<file path="config.mk">
export PLATFORM = sky130hd
export DESIGN_NAME = spi_master_arb
export DESIGN_NICKNAME = d
export VERILOG_FILES = /design/src/rtl/spi_master_arb.sv
export SDC_FILE = /design/constraint.sdc
export NUM_CORES = 1
export LEC_CHECK = 0
export BUFFER_PORTS_ARGS = -buffer_cell sky130_fd_sc_hd__buf_2
export CAP_MARGIN = 20
export CORE_MARGIN = 1.5
export CORE_UTILIZATION = 47
export CTS_CLUSTER_DIAMETER = 60
export DETAILED_ROUTE_END_ITERATION = 12
export GPL_TIMING_DRIVEN = 0
export PLACE_DENSITY_LB_ADDON = 0.08
export SYNTH_ARGS = -nofsm -noshare
export SYNTH_HDL_FRONTEND = slang
export SYNTH_SLANG_ARGS = --single-unit
</file>
<file path="constraint.sdc">
create_clock -name aclk -period 2.6 [get_ports aclk]
set_input_delay 0.26 -clock aclk [delete_from_list [all_inputs] [get_ports aclk]]
set_output_delay 0.26 -clock aclk [all_outputs]
set_load 0.02 [all_outputs]
</file>
<file path="src/rtl/spi_master_arb.sv">
// Round-robin arbiter/sequencer sharing one spi_master between NUM_REQ requesters.
// Optional busy-timeout in WAIT_HI enabled by defining SPI_MASTER_ARB_TIMEOUT_EN.
module spi_master_arb #(
    parameter int NUM_REQ   = 4,
    parameter int NUM_OF_CS = 1
) (
    input  logic                         aclk,
    input  logic                         aresetn,
    input  logic [NUM_REQ-1:0]           req_i,
    input  logic [16*NUM_REQ-1:0]        req_dat_h_i,
    input  logic [16*NUM_REQ-1:0]        req_dat_l_i,
    input  logic [NUM_REQ-1:0]           req_rw_i,
    input  logic [NUM_OF_CS*NUM_REQ-1:0] req_cs_i,
    input  logic [5*NUM_REQ-1:0]         req_h_lng_i,
    input  logic [5*NUM_REQ-1:0]         req_l_lng_i,
    output logic [NUM_REQ-1:0]           gnt_o,
    output logic [NUM_REQ-1:0]           done_o,
    output logic [15:0]                  rd_dat_o,
    output logic                         err_o,
    output logic                         spi_start_o,
    output logic [15:0]                  dat_wr_h_o,
    output logic [15:0]                  dat_wr_l_o,
    output logic                         cfg_rw_o,
    output logic [NUM_OF_CS-1:0]         cfg_cs_act_o,
    output logic [4:0]                   cfg_h_lng_o,
    output logic [4:0]                   cfg_l_lng_o,
    input  logic                         spi_busy_i,
    input  logic [15:0]                  dat_rd_l_i
);

    localparam int PTR_W = (NUM_REQ > 1) ? $clog2(NUM_REQ) : 1;

    typedef enum logic [2:0] {S_IDLE, S_START, S_WAIT_HI, S_WAIT_LO, S_DONE} state_t;

    state_t               r_state;
    logic [PTR_W-1:0]     r_ptr;
    logic [PTR_W-1:0]     r_idx;
    logic [NUM_REQ-1:0]   r_gnt;
    logic [NUM_REQ-1:0]   r_done;
    logic [15:0]          r_rd_dat;
    logic                 r_start;
    logic [15:0]          r_dat_h;
    logic [15:0]          r_dat_l;
    logic                 r_rw;
    logic [NUM_OF_CS-1:0] r_cs;
    logic [4:0]           r_h_lng;
    logic [4:0]           r_l_lng;
`ifdef SPI_MASTER_ARB_TIMEOUT_EN
    logic [3:0]           r_cnt;
    logic                 r_err;
`endif

    logic                 w_found;
    logic [PTR_W-1:0]     w_sel;
    logic [NUM_REQ-1:0]   w_sel_oh;
    logic [15:0]          w_dat_h;
    logic [15:0]          w_dat_l;
    logic                 w_rw;
    logic [NUM_OF_CS-1:0] w_cs;
    logic [4:0]           w_h_lng;
    logic [4:0]           w_l_lng;
    logic [PTR_W-1:0]     w_ptr_next;

    // Two passes: first set bit at/after the pointer, else the lowest set bit (wrap).
    always_comb begin
        w_found  = 1'b0;
        w_sel    = '0;
        w_sel_oh = '0;
        w_dat_h  = '0;
        w_dat_l  = '0;
        w_rw     = 1'b0;
        w_cs     = '0;
        w_h_lng  = '0;
        w_l_lng  = '0;
        for (int unsigned p = 0; p < 2; p++) begin
            for (int unsigned k = 0; k < NUM_REQ; k++) begin
                if (!w_found && req_i[k] && ((p == 1) || (PTR_W'(k) >= r_ptr))) begin
                    w_found     = 1'b1;
                    w_sel       = PTR_W'(k);
                    w_sel_oh[k] = 1'b1;
                    w_dat_h     = req_dat_h_i[k*16 +: 16];
                    w_dat_l     = req_dat_l_i[k*16 +: 16];
                    w_rw        = req_rw_i[k];
                    w_cs        = req_cs_i[k*NUM_OF_CS +: NUM_OF_CS];
                    w_h_lng     = req_h_lng_i[k*5 +: 5];
                    w_l_lng     = req_l_lng_i[k*5 +: 5];
                end
            end
        end
    end

    assign w_ptr_next = (r_idx == PTR_W'(NUM_REQ - 1)) ? '0 : r_idx + PTR_W'(1);

    always_ff @(posedge aclk) begin
        if (!aresetn) begin
            r_state  <= S_IDLE;
            r_ptr    <= '0;
            r_idx    <= '0;
            r_gnt    <= '0;
            r_done   <= '0;
            r_rd_dat <= '0;
            r_start  <= 1'b0;
            r_dat_h  <= '0;
            r_dat_l  <= '0;
            r_rw     <= 1'b0;
            r_cs     <= '0;
            r_h_lng  <= '0;
            r_l_lng  <= '0;
`ifdef SPI_MASTER_ARB_TIMEOUT_EN
            r_cnt    <= '0;
            r_err    <= 1'b0;
`endif
        end else begin
            r_start <= 1'b0;
            r_done  <= '0;
`ifdef SPI_MASTER_ARB_TIMEOUT_EN
            r_err   <= 1'b0;
`endif
            case (r_state)
                S_IDLE: begin
                    if (w_found) begin
                        r_gnt   <= w_sel_oh;
                        r_idx   <= w_sel;
                        r_dat_h <= w_dat_h;
                        r_dat_l <= w_dat_l;
                        r_rw    <= w_rw;
                        r_cs    <= w_cs;
                        r_h_lng <= w_h_lng;
                        r_l_lng <= w_l_lng;
                        r_state <= S_START;
                    end
                end
                S_START: begin
                    if (!spi_busy_i) begin
                        r_start <= 1'b1;
                        r_state <= S_WAIT_HI;
`ifdef SPI_MASTER_ARB_TIMEOUT_EN
                        r_cnt   <= '0;
`endif
                    end
                end
                S_WAIT_HI: begin
`ifdef SPI_MASTER_ARB_TIMEOUT_EN
                    // Eighth WAIT_HI cycle without busy ends the transaction with an error.
                    if (spi_busy_i) begin
                        r_state <= S_WAIT_LO;
                    end else if (r_cnt == 4'd7) begin
                        r_done   <= r_gnt;
                        r_gnt    <= '0;
                        r_err    <= 1'b1;
                        r_rd_dat <= '0;
                        r_ptr    <= w_ptr_next;
                        r_state  <= S_DONE;
                    end else begin
                        r_cnt <= r_cnt + 4'd1;
                    end
`else
                    if (spi_busy_i) begin
                        r_state <= S_WAIT_LO;
                    end
`endif
                end
                S_WAIT_LO: begin
                    if (!spi_busy_i) begin
                        r_rd_dat <= dat_rd_l_i;
                        r_done   <= r_gnt;
                        r_gnt    <= '0;
                        r_ptr    <= w_ptr_next;
                        r_state  <= S_DONE;
                    end
                end
                S_DONE:  r_state <= S_IDLE;
                default: r_state <= S_IDLE;
            endcase
        end
    end

    assign gnt_o        = r_gnt;
    assign done_o       = r_done;
    assign rd_dat_o     = r_rd_dat;
    assign spi_start_o  = r_start;
    assign dat_wr_h_o   = r_dat_h;
    assign dat_wr_l_o   = r_dat_l;
    assign cfg_rw_o     = r_rw;
    assign cfg_cs_act_o = r_cs;
    assign cfg_h_lng_o  = r_h_lng;
    assign cfg_l_lng_o  = r_l_lng;
`ifdef SPI_MASTER_ARB_TIMEOUT_EN
    assign err_o        = r_err;
`else
    assign err_o        = 1'b0;
`endif

endmodule

</file>
Word level (Yosys, flattened, before mapping)
Cells that the tools add are included.
{ "totals": {"register_bits": 76, "memories": 0, "input_bits": 199, "mem_bits_ro": 0, "latch_bits": 0, "wordCells": 135, "output_inout_bits": 70, "ram_bits": 0} }
{ "classes": {"mux": 80, "multipliers": 0, "shift": 0, "reduce_logical": 26, "n_addsub": 1, "n_lt_le_gt_ge": 4, "bitwise": 3, "eq_ne": 8, "div_mod_pow": 0} }
{ "op_table": {"columns": ["cell", "n"], "rows": [
  ["16-bit 2-to-1 mux", 16],
  ["5-bit 2-to-1 mux", 16],
  ["1-bit 2-to-1 mux", 33],
  ["2-bit 2-to-1 mux", 7],
  ["3-bit 2-to-1 mux", 4],
  ["3-bit case mux with 4 select lines", 1],
  ["1-bit logical AND", 11],
  ["4-bit 2-to-1 mux", 2],
  ["2-bit != test, second input constant", 4],
  ["4-bit case mux with 2 select lines", 1],
  ["1-bit logical NOT", 7],
  ["3-bit by 2-bit equality test with 1-bit output, second input constant", 2],
  ["2-bit AND reduction", 3],
  ["1-bit by 2-bit >= comparator with 1-bit output, first input constant", 2],
  ["2-bit >= comparator, first input constant", 2],
  ["4-bit AND reduction", 1],
  ["3-bit by 1-bit equality test with 1-bit output, second input constant", 1],
  ["3-bit logical NOT", 1],
  ["1-bit NOT", 3],
  ["3-bit AND reduction", 1],
  ["3-bit OR reduction", 1],
  ["2-bit by 1-bit adder with 2-bit output, second input constant", 1],
  ["2-bit equality test, second input constant", 1],
  ["2-bit nonzero test", 1]
]} }

Depth between registers and ports, before layout
Gate-level depths: netlist of run 1.
{ "logic_depth": {"word_depth": 29, "depth_mapped": 9, "mapped_depth_nobuf": 5} }

Least setup slack after synthesis of run 1
No wires, ideal clock.
{ "synth_path": {"path_type": "reg2reg", "start": "register r_ptr[1]", "end": "register r_cs (netlist: cfg_cs_act_o)", "required_ns": 2.475, "path_buffers": 4, "setup_time_ns": 0.125, "stages_incl_launch_ff": 10, "period_less_slack_ns": 1.880, "path_slack_ns": 0.720, "arrival_ns": 1.756, "cell_sequence": "dfxtp_1 -> buf_6 -> and2_4 -> buf_6 -> o31a_1 -> buf_6 -> buf_6 -> a221o_1 -> a22oi_1 -> o21ai_1"} }
{ "synth_between": {"elab_chain_len": 28, "elab_cells_between_ends": 39, "cone_classes": "order compare: 4; mux: 16; reduce/logical: 19"} }
{ "synth_lines": {"columns": ["item", "line_no", "rtl"], "rows": [
  ["from (decl)", "36", "logic [PTR_W-1:0] r_ptr;"],
  ["from (signal assigned)", "168", "r_ptr <= w_ptr_next;"],
  ["1-bit by 2-bit >= comparator with 1-bit output", null, null],
  ["1-bit logical AND", "77", "if (!w_found && req_i[k] && ((p == 1) || (PTR_W'(k) >= r_ptr))) begin"],
  ["1-bit 2-to-1 mux", "77", null],
  ["1-bit logical NOT", "77", null],
  ["1-bit logical AND (2 in a row)", "77", null],
  ["1-bit 2-to-1 mux", "77", null],
  ["1-bit logical NOT", "77", null],
  ["1-bit logical AND (2 in a row)", "77", null],
  ["[... 10 more ...]", null, null],
  ["1-bit 2-to-1 mux", "77", null],
  ["1-bit logical NOT", "77", null],
  ["1-bit logical AND", "77", null],
  ["1-bit 2-to-1 mux", "77", null],
  ["1-bit logical NOT", "77", null],
  ["1-bit logical AND", "77", null],
  ["1-bit 2-to-1 mux", "77", null],
  ["2-bit AND reduction (no source line)", null, null],
  ["to (signal assigned)", "127", "r_cs <= w_cs;"],
  ["to (decl)", "45", "logic [NUM_OF_CS-1:0] r_cs;"]
]} }
Parallel ways exist; a longest one is shown, timed or not.
A chain may end at the register's enable or synchronous reset.

Worst setup path after layout of run 1
{ "layout_path": {"start": "register r_ptr[1]", "end": "register r_idx[0]"} }
{ "layout_between": {"elab_chain_len": 28, "elab_cells_between_ends": 38, "cone_classes": "order compare: 4; mux: 15; reduce/logical: 19"} }
{ "layout_lines": {"columns": ["item", "line_no", "rtl"], "rows": [
  ["1-bit by 2-bit >= comparator with 1-bit output", null, null],
  ["1-bit logical AND", "77", null],
  ["1-bit 2-to-1 mux", "77", null],
  ["1-bit logical NOT", "77", null],
  ["1-bit logical AND (2 in a row)", "77", null],
  ["1-bit 2-to-1 mux", "77", null],
  ["1-bit logical NOT", "77", null],
  ["1-bit logical AND (2 in a row)", "77", null],
  ["[... 10 more ...]", null, null],
  ["1-bit 2-to-1 mux", "77", null],
  ["1-bit logical NOT", "77", null],
  ["1-bit logical AND", "77", null],
  ["1-bit 2-to-1 mux", "77", null],
  ["1-bit logical NOT", "77", null],
  ["1-bit logical AND", "77", null],
  ["1-bit 2-to-1 mux", "77", null],
  ["2-bit AND reduction (no source line)", null, null],
  ["to (signal assigned)", "123", "r_idx <= w_sel;"],
  ["to (decl)", "37", "logic [PTR_W-1:0] r_idx;"]
]} }
Parallel ways exist; a longest one is shown, timed or not.

==> flow_metrics.py, run 1 <==
metrics = {
    "outcome": {
        "status": "completed",
    },
    "detailed_routing": {
        "avgViaCountPerCell": 6.53,
        "drc": 0,
        "wl_um": 22100,
        "first_pass_iters": 9,
        "route.antenna.remaining_nets": 0,
        "routedWlPerCell_um": 20.0,
        "drt_iter0_markers": 994,
        "num_vias": 7214,
    },
    "logic_synthesis": {
        "synthXorXnorAreaFrac": 0.00166,
        "postSynthAreaPerCell_um2": 7.74,
        "synth_seq_area_share": 0.288,
        "synthAdderAreaFrac": 0.00237,
        "synth_top_family_by_area": "compound AO/OA/AOI/OAI gates",
        "synth.area.mux_share": 0,
        "syn_inst": 683,
        "ys_ff_latch": 76,
        "synthArstFlopShare": 0,
        "syn_area_um2": 5280,
        "synth_edf_count": 0,
        "yosys.area.top_type": "dfxtp_1",
        "yosys.area_share.simple": 0.155,
        "synth_nets": 883,
        "yosys-top-cells-area": "dfxtp_1, a221o_1, o311ai_0, a22oi_1, a211oi_1",
        "synth_top_area_share": 0.288,
        "ys_warn_count": 0,
        "synthFlopType": "dfxtp_1",
        "synth.distinct_cells": 49,
        "synth_compound_area_frac": 0.476,
    },
    "global_route": {
        "overflow": 0,
        "grt_use_total": 0.354,
        "grt_first_pass_wirelength_um": 33200,
        "grt_pass1_vias": 6863,
        "grt_max_degree": 17,
        "antenna_found_initial": 3,
    },
    "worst_hold_path": {
        "hold_end": "rd_dat_o[1]",
        "whs_path_depth": 3,
        "hp-class": "in2reg",
        "hp-start": "dat_rd_l_i[1]",
    },
    "finish": {
        "layout-drive-gt1-share": 0.320,
        "regArea_um2": 1520,
        "area_growth_pct": 32.1,
        "multiInputGateArea_um2": 3370,
        "nNetsFinal": 1158,
        "fill_cells": 997,
    },
    "sta": {
        "max_freq_mhz": 421,
        "fin_tns_setup_ns": 0,
        "rsz0062_at_grt": "false",
        "finalSetupViolCount": 0,
        "period_share": 0.914,
        "worstMarginPinSlew_ns": 0.859,
        "finalHoldViolCount": 0,
        "relSlewSlack": 0.425,
        "skew_ns": 0.00862,
        "fin_crit_ns": 2.38,
        "slew_violations": 0,
    },
    "floorplanning": {
        "start_util": 0.485,
        "rows": 38,
        "die_w_um": 109,
        "coreArea_um2": 10900,
        "dieArea_um2": 11900,
        "die_h_um": 109,
        "ioPinCount": 269,
    },
    "place": {
        "port_buffers": 264,
        "hpwlAfterDp_um": 15800,
        "gp_congestion": 0.985,
    },
    "cts": {
        "cts.sinks": 76,
        "cts_buffers": 9,
        "insertion_delay_ns": 0.37,
        "cts_root_buf": "clkbuf_8",
        "clock_path_buffers": 2,
        "cts.clk_slew.worst_paths_ns": 0.09,
        "cts_setup_buffers": 0,
        "cts_tree": "done",
        "h-tree-depth": 3,
    },
    "setup_path": {
        "required_ns": 2.91,
        "critical_path_class": "reg2reg",
        "cp_max_fo": 10,
        "reg2reg_to": "r_idx[0]",
        "reg2reg_from": "r_ptr[1]",
        "r2r_slack_ns": 0.22,
        "arrival_ns": 2.69,
        "cp-end-kind": "register",
        "critPathLaunch": "r_ptr[1]",
        "ff2ff_path_depth": 5,
        "cp-start-kind": "register",
    },
    "pwr": {
        "vdd_drop_max_v": 0.000269,
        "seqPwrFrac": 0.405,
        "power.density_nw_per_um2": 471,
        "switching_share": 0.374,
        "clkPwrFrac": 0.278,
        "power.total_mw": 3.29,
        "cellInternalPower_mw": 2.06,
        "comb_power_share": 0.318,
        "p_leak_nw": 2.91,
        "power.switching_mw": 1.23,
    },
    "job": {
        "cap_viol_max_count": 0,
    },
}
-- critical path, cell delays in order (launching register included) --
cell      delay [ns]
dfxtp_1         0.35
buf_6           0.14
o21ai_1         0.25
nor2_1          0.74
clkbuf_1        0.54
o221a_2         0.30
-- cell usage in the layout, fill, tap and decap left out, drive strengths merged, types with 3 or more instances in the layout --
| cell type | synthesis | routed |
|---|---|---|
| a21oi | 52 | 52 |
| nand2b | 3 | 3 |
| nand2 | 82 | 82 |
| o311ai | 43 | 43 |
| nor2 | 10 | 10 |
| a22oi | 44 | 44 |
| a221o | 43 | 43 |
| clkbuf | 60 | 69 |
| and2 | 4 | 4 |
| and3 | 4 | 4 |
| buf | 24 | 288 |
| o21ai | 46 | 46 |
| a21boi | 20 | 20 |
| inv | 3 | 8 |
| nor2b | 5 | 5 |
| a211oi | 43 | 43 |
| nand3 | 51 | 51 |
| o21a | 43 | 43 |
| dfxtp | 76 | 76 |
-- how the worst max path moves through the flow --
stage	end	slack (ns)	cells past startpoint
6_report	r_idx[0]	0.22	5
5_1_grt	dat_wr_h_o[14]	0.11	7
4_1_cts	cfg_h_lng_o[0]	0.14	7
3_5_place_dp	dat_wr_h_o[9]	0.16	7
3_3_place_gp	dat_wr_h_o[12]	0.20	7
2_1_floorplan	cfg_cs_act_o	0.72	9
-- power groups by stage --
stage / combinational, mW / clock [mW] / sequential (mW)
5_1_grt: 1.13 / 0.967 / 1.34
6_report: 1.04 / 0.912 / 1.33
3_3_place_gp: 0.992 / 0 / 1.35
2_1_floorplan: 0.487 / 0 / 1.46
4_1_cts: 1.02 / 0.918 / 1.33
3_5_place_dp: 1.02 / 0 / 1.35
-- cell type report --
cell class,instances,share of cell area
multi-input combinational,520,0.483
sequential,76,0.218
timing repair buffer,264,0.189
buffer,84,0.0559
tap,140,0.0251
clock buffer,9,0.0177
clock inverter,7,0.00896
inverter,3,0.00161
antenna,2,0.000717
-- cell usage after synthesis (all sizes together) (2+ instances only) --
library cell,number
a211oi,43
a21boi,20
a21oi,52
a221o,43
a22oi,44
and2,4
and3,4
buf,24
clkbuf,60
dfxtp,76
inv,3
nand2,82
nand2b,3
nand3,51
nor2,10
nor2b,5
nor3,2
nor3b,2
nor4,2
o21a,43
o21ai,46
o22ai,2
o311ai,43
or3,2
-- state kept, by name, summed over array words and instances (netlist names), 2 cells and up --
| register | cells |
|---|---|
| r_idx | 2 |
| cfg_h_lng_o | 5 |
| rd_dat_o | 16 |
| gnt_o | 4 |
| done_o | 4 |
| cfg_l_lng_o | 5 |
| r_ptr | 2 |
| r_state | 3 |
| dat_wr_h_o | 16 |
| dat_wr_l_o | 16 |
-- through the flow --
stage | instances | util | worst slack (ns) | hold slack, ns | cell area, um^2
6_report | 1105 | 0.641 | 0.224 | 0.134 | 6980
5_1_grt | 1105 | 0.641 | 0.112 | 0.124 | 6980
4_1_cts | 1103 | 0.640 | 0.140 | 0.121 | 6970
3_5_place_dp | 1087 | 0.623 | 0.165 | 0.458 | 6780
3_3_place_gp | 1087 | 0.623 | 0.205 | 0.448 | 6780
2_1_floorplan | 683 | - | 0.720 | 0.405 | 5280
-- routing by layer --
metal  part of all wire  GRT usage  routed length (um)  up-vias
li1                   -          -                   -     3240
met3               0.11     0.0753                2470       97
met1               0.38      0.420                8390     3336
met4              0.034      0.181                 761        2
met5            0.00045          0                  10        -
met2               0.47      0.598               10500      539
-- cell families after synthesis --
group,count (synthesis)
AO/OA/AOI/OAI,345
XOR/XNOR,1
adder cells (fa/ha/maj),1
buffers and inverters,87
flip-flops,76
other,1
AND/OR/NAND/NOR,172
-- repair_timing --
action / in CTS / in global routing
gates resized for setup: 0 / 2
hold buffers: 0 / 0
setup endpoints to repair: 0 / 36
No activity file was read; power rests on OpenSTA's default activity.
==> run 2, diff against run 1 <==
--- a/config.mk
+++ b/config.mk
@@ -12,7 +12,7 @@
 export CTS_CLUSTER_DIAMETER = 60
 export DETAILED_ROUTE_END_ITERATION = 12
 export GPL_TIMING_DRIVEN = 0
-export PLACE_DENSITY_LB_ADDON = 0.08
+export PLACE_DENSITY = 0.87
 export SYNTH_ARGS = -nofsm -noshare
 export SYNTH_HDL_FRONTEND = slang
 export SYNTH_SLANG_ARGS = --single-unit
==> run 2 against run 1 <==
Net effect: hold slack worse by 0.011 ns; critical path depth unchanged; highest routed layer unchanged; clock skew fell by 0.0027 ns.
==> flow_metrics.py, run 2 (synthesis gave the netlist of run 1 again) <==
metrics = {
    "sta": {
        "post-route-worst-setup-slack_ns": 0.305,
        "skew_ns": 0.00595,
        "relSlewSlack": 0.432,
        "worstMarginPinSlew_ns": 0.849,
        "slew_violations": 0,
        "max_freq_mhz": 436,
        "finalSetupViolCount": 0,
        "rsz0062_at_grt": "false",
        "fin_crit_ns": 2.30,
        "finalHoldViolCount": 0,
        "period_share": 0.883,
        "fin_tns_setup_ns": 0,
    },
    "job": {
        "cap_viol_max_count": 0,
    },
    "cts": {
        "cts_root_buf": "clkbuf_8",
        "insertion_delay_ns": 0.38,
        "holdBufCountCts": 0,
        "cts.sinks": 76,
        "cts_setup_buffers": 0,
        "cts_buffers": 9,
        "clock_path_buffers": 2,
        "cts.clk_slew.worst_paths_ns": 0.09,
        "h-tree-depth": 3,
        "cts_tree": "done",
    },
    "detailed_routing": {
        "routedWlPerCell_um": 18.9,
        "first_pass_iters": 7,
        "drt_iter0_markers": 893,
        "wl_um": 21000,
        "avgViaCountPerCell": 6.40,
        "route.antenna.remaining_nets": 0,
        "num_vias": 7081,
        "drc": 0,
    },
    "global_route": {
        "grt_use_total": 0.346,
        "grt_first_pass_wirelength_um": 32400,
        "overflow": 0,
        "antenna_found_initial": 1,
        "grt_max_degree": 15,
        "grt_pass1_vias": 6557,
    },
    "worst_hold_path": {
        "whs_path_depth": 3,
        "hp-class": "in2reg",
    },
    "floorplanning": {
        "coreArea_um2": 10900,
        "start_util": 0.485,
        "rows": 38,
        "die_h_um": 109,
        "ioPinCount": 269,
        "dieArea_um2": 11900,
        "die_w_um": 109,
    },
    "setup_path": {
        "ff2ff_path_depth": 5,
        "cp-end-kind": "register",
        "cp-start-kind": "register",
        "required_ns": 2.93,
        "cp_max_fo": 10,
        "arrival_ns": 2.62,
        "critical_path_class": "reg2reg",
        "r2r_slack_ns": 0.30,
    },
    "finish": {
        "final_cell_mix": "buf_2, nand2_1, dfxtp_1",
        "fin_cells": 1107,
        "layout-drive-gt1-share": 0.320,
        "nNetsFinal": 1158,
        "area_growth_pct": 32.9,
        "final_common_cell": "buf_2",
    },
    "pwr": {
        "power.density_nw_per_um2": 487,
        "power.total_mw": 3.42,
        "p_leak_nw": 2.92,
        "vdd_drop_max_v": 0.000351,
    },
    "place": {
        "dp_slack_ns": 0.0613,
        "port_buffers": 264,
        "dpl.cell_count": 1087,
        "hpwlAfterDp_um": 15400,
        "gp_congestion": 0.960,
    },
    "outcome": {
        "status": "completed",
    },
}
==> run 2: cell types whose count changed in the layout (fill, tap and decap cells not counted), sizes merged <==
cell and change:
bufinv +2, clkinv +2, inv -4, diode +2
==> run 2: final timing paths <==
check                              startpoint          end
worst min register to register    rd_dat_o[6]  rd_dat_o[6]
worst min-delay path            dat_rd_l_i[4]  rd_dat_o[4]
worst max-delay path                 r_ptr[1]     r_idx[0]
worst max register to register       r_ptr[1]     r_idx[0]
==> run 2: area by class of cell <==
type,count,area [um^2]
Fill cell,989,3870
Multi-Input combinational cell,520,3370
Sequential cell,76,1520
Timing Repair Buffer,264,1320
Buffer,84,390
Tap cell,140,175
Clock buffer,9,124
Clock inverter,7,98.8
Inverter,3,11.3
Antenna cell,4,10.0
==> run 2: where the power goes <==
group / internal [mW] / total [mW] / switching, mW / leakage [nW]
Sequential: 1.27 / 1.33 / 0.0638 / 0.621
Combinational: 0.420 / 1.03 / 0.611 / 2.19
Clock: 0.545 / 1.05 / 0.509 / 0.110
==> run 2: what timing repair did <==
action	4_1_cts	5_1_grt
hold endpoints to repair	0	0
setup endpoints to repair	0	30
gates resized for setup	0	2
==> run 2: routing by layer <==
layer	GRT usage	vias to the layer above	part of all wire
met5	0	-	0.00076
li1	-	3235	-
met1	0.437	3217	0.38
met4	0.182	2	0.039
met3	0.0885	88	0.11
met2	0.538	539	0.46
==> run 2: through the flow <==
stage                      util  area (um^2)  hold slack [ns]
after detailed placement  0.623         6780            0.455
after global placement    0.623         6780            0.448
after global routing      0.644         7010            0.123
after floorplan               -         5280            0.405
final                     0.645         7020            0.123
after CTS                 0.643         7000            0.115
==> run 2: worst max-delay path: stages, from the launching register on <==
cell	delay [ns]
dfxtp_1	0.33
buf_6	0.13
o21ai_1	0.24
nor2_1	0.73
clkbuf_1	0.52
o221a_2	0.29
==> run 3, diff against run 2 <==
--- a/config.mk
+++ b/config.mk
@@ -5,14 +5,15 @@
 export SDC_FILE = /design/constraint.sdc
 export NUM_CORES = 1
 export LEC_CHECK = 0
+export ABC_AREA = 1
 export BUFFER_PORTS_ARGS = -buffer_cell sky130_fd_sc_hd__buf_2
 export CAP_MARGIN = 20
 export CORE_MARGIN = 1.5
-export CORE_UTILIZATION = 47
+export CORE_UTILIZATION = 48
 export CTS_CLUSTER_DIAMETER = 60
 export DETAILED_ROUTE_END_ITERATION = 12
 export GPL_TIMING_DRIVEN = 0
-export PLACE_DENSITY = 0.87
+export PLACE_DENSITY = 0.82
 export SYNTH_ARGS = -nofsm -noshare
 export SYNTH_HDL_FRONTEND = slang
 export SYNTH_SLANG_ARGS = --single-unit
==> run 3 against run 2 <==
Net effect: register-to-register slack improved by 0.08 ns; core utilization is 0.50 points lower; combinational power up 21%; clock power up 12%; power is 10% higher; largest cell class unchanged; critical path depth increased by 6; hold slack better by 0.012 ns; setup slack improved by 0.080 ns.
==> flow_metrics.py, run 3 <==
metrics = {
    "pwr": {
        "vdd_drop_max_v": 0.000252,
        "power.switching_mw": 1.39,
        "power.density_nw_per_um2": 490,
        "clkPwrFrac": 0.314,
        "p_leak_nw": 4.49,
        "switching_share": 0.369,
        "comb_power_share": 0.332,
        "seqPwrFrac": 0.354,
        "cellInternalPower_mw": 2.38,
    },
    "logic_synthesis": {
        "yosysMostFrequentCell": "nor2_1",
        "synth.distinct_cells": 25,
        "synthFlopType": "dfxtp_1",
        "synth_nets": 1284,
        "postSynthAreaPerCell_um2": 5.44,
        "synth_seq_area_share": 0.258,
        "syn_area_um2": 5890,
        "ys_ff_latch": 76,
        "yosys-top-cells-area": "dfxtp_1, nor2_1, nand3_1, inv_1, nand4_1",
        "synth_edf_count": 0,
        "yosys.area.top_type": "dfxtp_1",
        "ys_warn_count": 0,
        "synth_top_area_share": 0.258,
        "synth_common_cells": "nor2_1, nand3_1, inv_1",
        "syn_inst": 1084,
        "synthArstFlopShare": 0,
    },
    "floorplanning": {
        "die_h_um": 114,
        "rows": 40,
        "start_util": 0.491,
        "ioPinCount": 269,
        "dieArea_um2": 12900,
        "coreArea_um2": 12000,
        "die_w_um": 114,
    },
    "cts": {
        "cts_tree": "done",
        "cts_resized": 0,
        "clock_path_buffers": 2,
        "holdBufCountCts": 0,
        "cts_buffers": 9,
        "cts.sinks": 76,
        "cts_setup_buffers": 0,
        "cts.clk_slew.worst_paths_ns": 0.06,
        "h-tree-depth": 3,
        "insertion_delay_ns": 0.35,
        "cts_root_buf": "clkbuf_16",
    },
    "finish": {
        "final_core_util": 0.640,
        "area_growth_pct": 30.5,
        "nNetsFinal": 1561,
        "final_area_um2": 7690,
        "final_common_cell": "nor2_1",
        "final_cell_mix": "nor2_1, buf_2, nand3_1",
        "fin_cells": 1516,
        "layout-drive-gt1-share": 0.231,
    },
    "sta": {
        "period_share": 0.852,
        "finalHoldViolCount": 0,
        "fin_tns_setup_ns": 0,
        "worstMarginPinSlew_ns": 0.617,
        "relSlewSlack": 0.587,
        "skew_ns": 0.0108,
        "rsz0062_at_grt": "false",
        "max_freq_mhz": 451,
        "slew_violations": 0,
        "finalSetupViolCount": 0,
        "fin_crit_ns": 2.22,
    },
    "setup_path": {
        "cp_num_buf_inv": 2,
        "critical_path_class": "reg2reg",
        "required_ns": 2.90,
        "cp-end-kind": "register",
        "path_cells": "nand2_1, nand2_1, nand2_1, nor3_4, nand2_2, clkbuf_1, nor2_1, nor2_1, nand3_1, nand2_1, inv_1",
        "cp-start-kind": "register",
        "slowest_delay_ns": 0.47,
        "arrival_ns": 2.51,
        "crit_path_frequent_cell": "nand2_1",
        "critPathTopFamily": "simple AND/OR/NAND/NOR gates",
        "crit_slowest_cell": "nor3_4",
        "cp_max_fo": 10,
    },
    "detailed_routing": {
        "drt_iter0_markers": 716,
        "routedWlPerCell_um": 15.0,
        "route.antenna.remaining_nets": 0,
        "avgViaCountPerCell": 5.32,
        "num_vias": 8064,
        "wl_um": 22700,
        "drc": 0,
        "first_pass_iters": 6,
    },
    "place": {
        "placed_cell_area_um2": 7410,
        "port_buffers": 266,
        "gp_congestion": 0.932,
        "hpwlAfterDp_um": 17000,
        "dpl.cell_count": 1497,
    },
    "global_route": {
        "antenna_found_initial": 3,
        "grt_first_pass_wirelength_um": 35000,
        "grt_pass1_vias": 7122,
        "grt_use_total": 0.343,
        "grt_max_degree": 13,
        "overflow": 0,
    },
    "job": {
        "cap_viol_max_count": 0,
    },
    "outcome": {
        "status": "completed",
    },
    "worst_hold_path": {
        "hp-class": "in2reg",
    },
}
[run 3: through the flow]
stage | total power, mW | hold slack, ns | setup WS (ns)
after floorplan | 2.10 | 0.337 | 0.885
after global placement | 2.57 | 0.438 | 0.351
after detailed placement | 2.58 | 0.442 | 0.314
after CTS | 3.76 | 0.131 | 0.375
after global routing | 3.97 | 0.144 | 0.154
final | 3.77 | 0.135 | 0.385
[run 3: area by class of cell]
class / instances / area, um^2
buffer: 79 / 335
timing repair buffer: 266 / 1330
tap: 147 / 184
fill: 1272 / 4330
antenna: 4 / 10.0
inverter: 154 / 578
clock buffer: 11 / 243
sequential: 76 / 1520
clock inverter: 4 / 26.3
multi-input combinational: 775 / 3460
[run 3: worst paths after layout]
check,from,endpoint,slack [ns],depth (start not counted)
worst max-delay path,r_ptr[1],dat_wr_h_o[0],0.38,11
worst min-delay path,dat_rd_l_i[6],rd_dat_o[6],0.13,3
worst max register to register,r_ptr[1],dat_wr_h_o[0],0.38,11
worst min register to register,gnt_o[1],done_o[1],0.44,2
[run 3: worst min-delay path, delay by kind of cell]
kind / cells / cell delay (ns)
and+or+nand+nor: 2 / 0.11
buffers and inverters: 1 / 0.07
[run 3: layer usage]
metal  global-route usage  part of all wire  vias to the layer above
met1                0.431              0.40                     3490
li1                     -                 -                     4003
met4                0.189             0.043                        0
met2                0.558              0.46                      490
met3               0.0616              0.10                       81
met5                    0                 0                        -
[run 3: power groups by stage]
| stage | clock (mW) | combinational, mW | sequential, mW |
|---|---|---|---|
| finish | 1.18 | 1.25 | 1.33 |
| global route | 1.24 | 1.38 | 1.34 |
| CTS | 1.19 | 1.23 | 1.33 |
| detailed placement | 0 | 1.23 | 1.36 |
| global placement | 0 | 1.21 | 1.36 |
| floorplan | 0 | 0.624 | 1.48 |
[run 3: cells by family after synthesis]
kind of cell | count (synthesis) | synth area share
AOI/OAI and AO/OA | 29 | 0.0251
other | 1 | 0.000636
DFF | 76 | 0.258
adders and majority gates | 1 | 0.00212
and+or+nand+nor | 744 | 0.559
buffers and inverters | 233 | 0.155
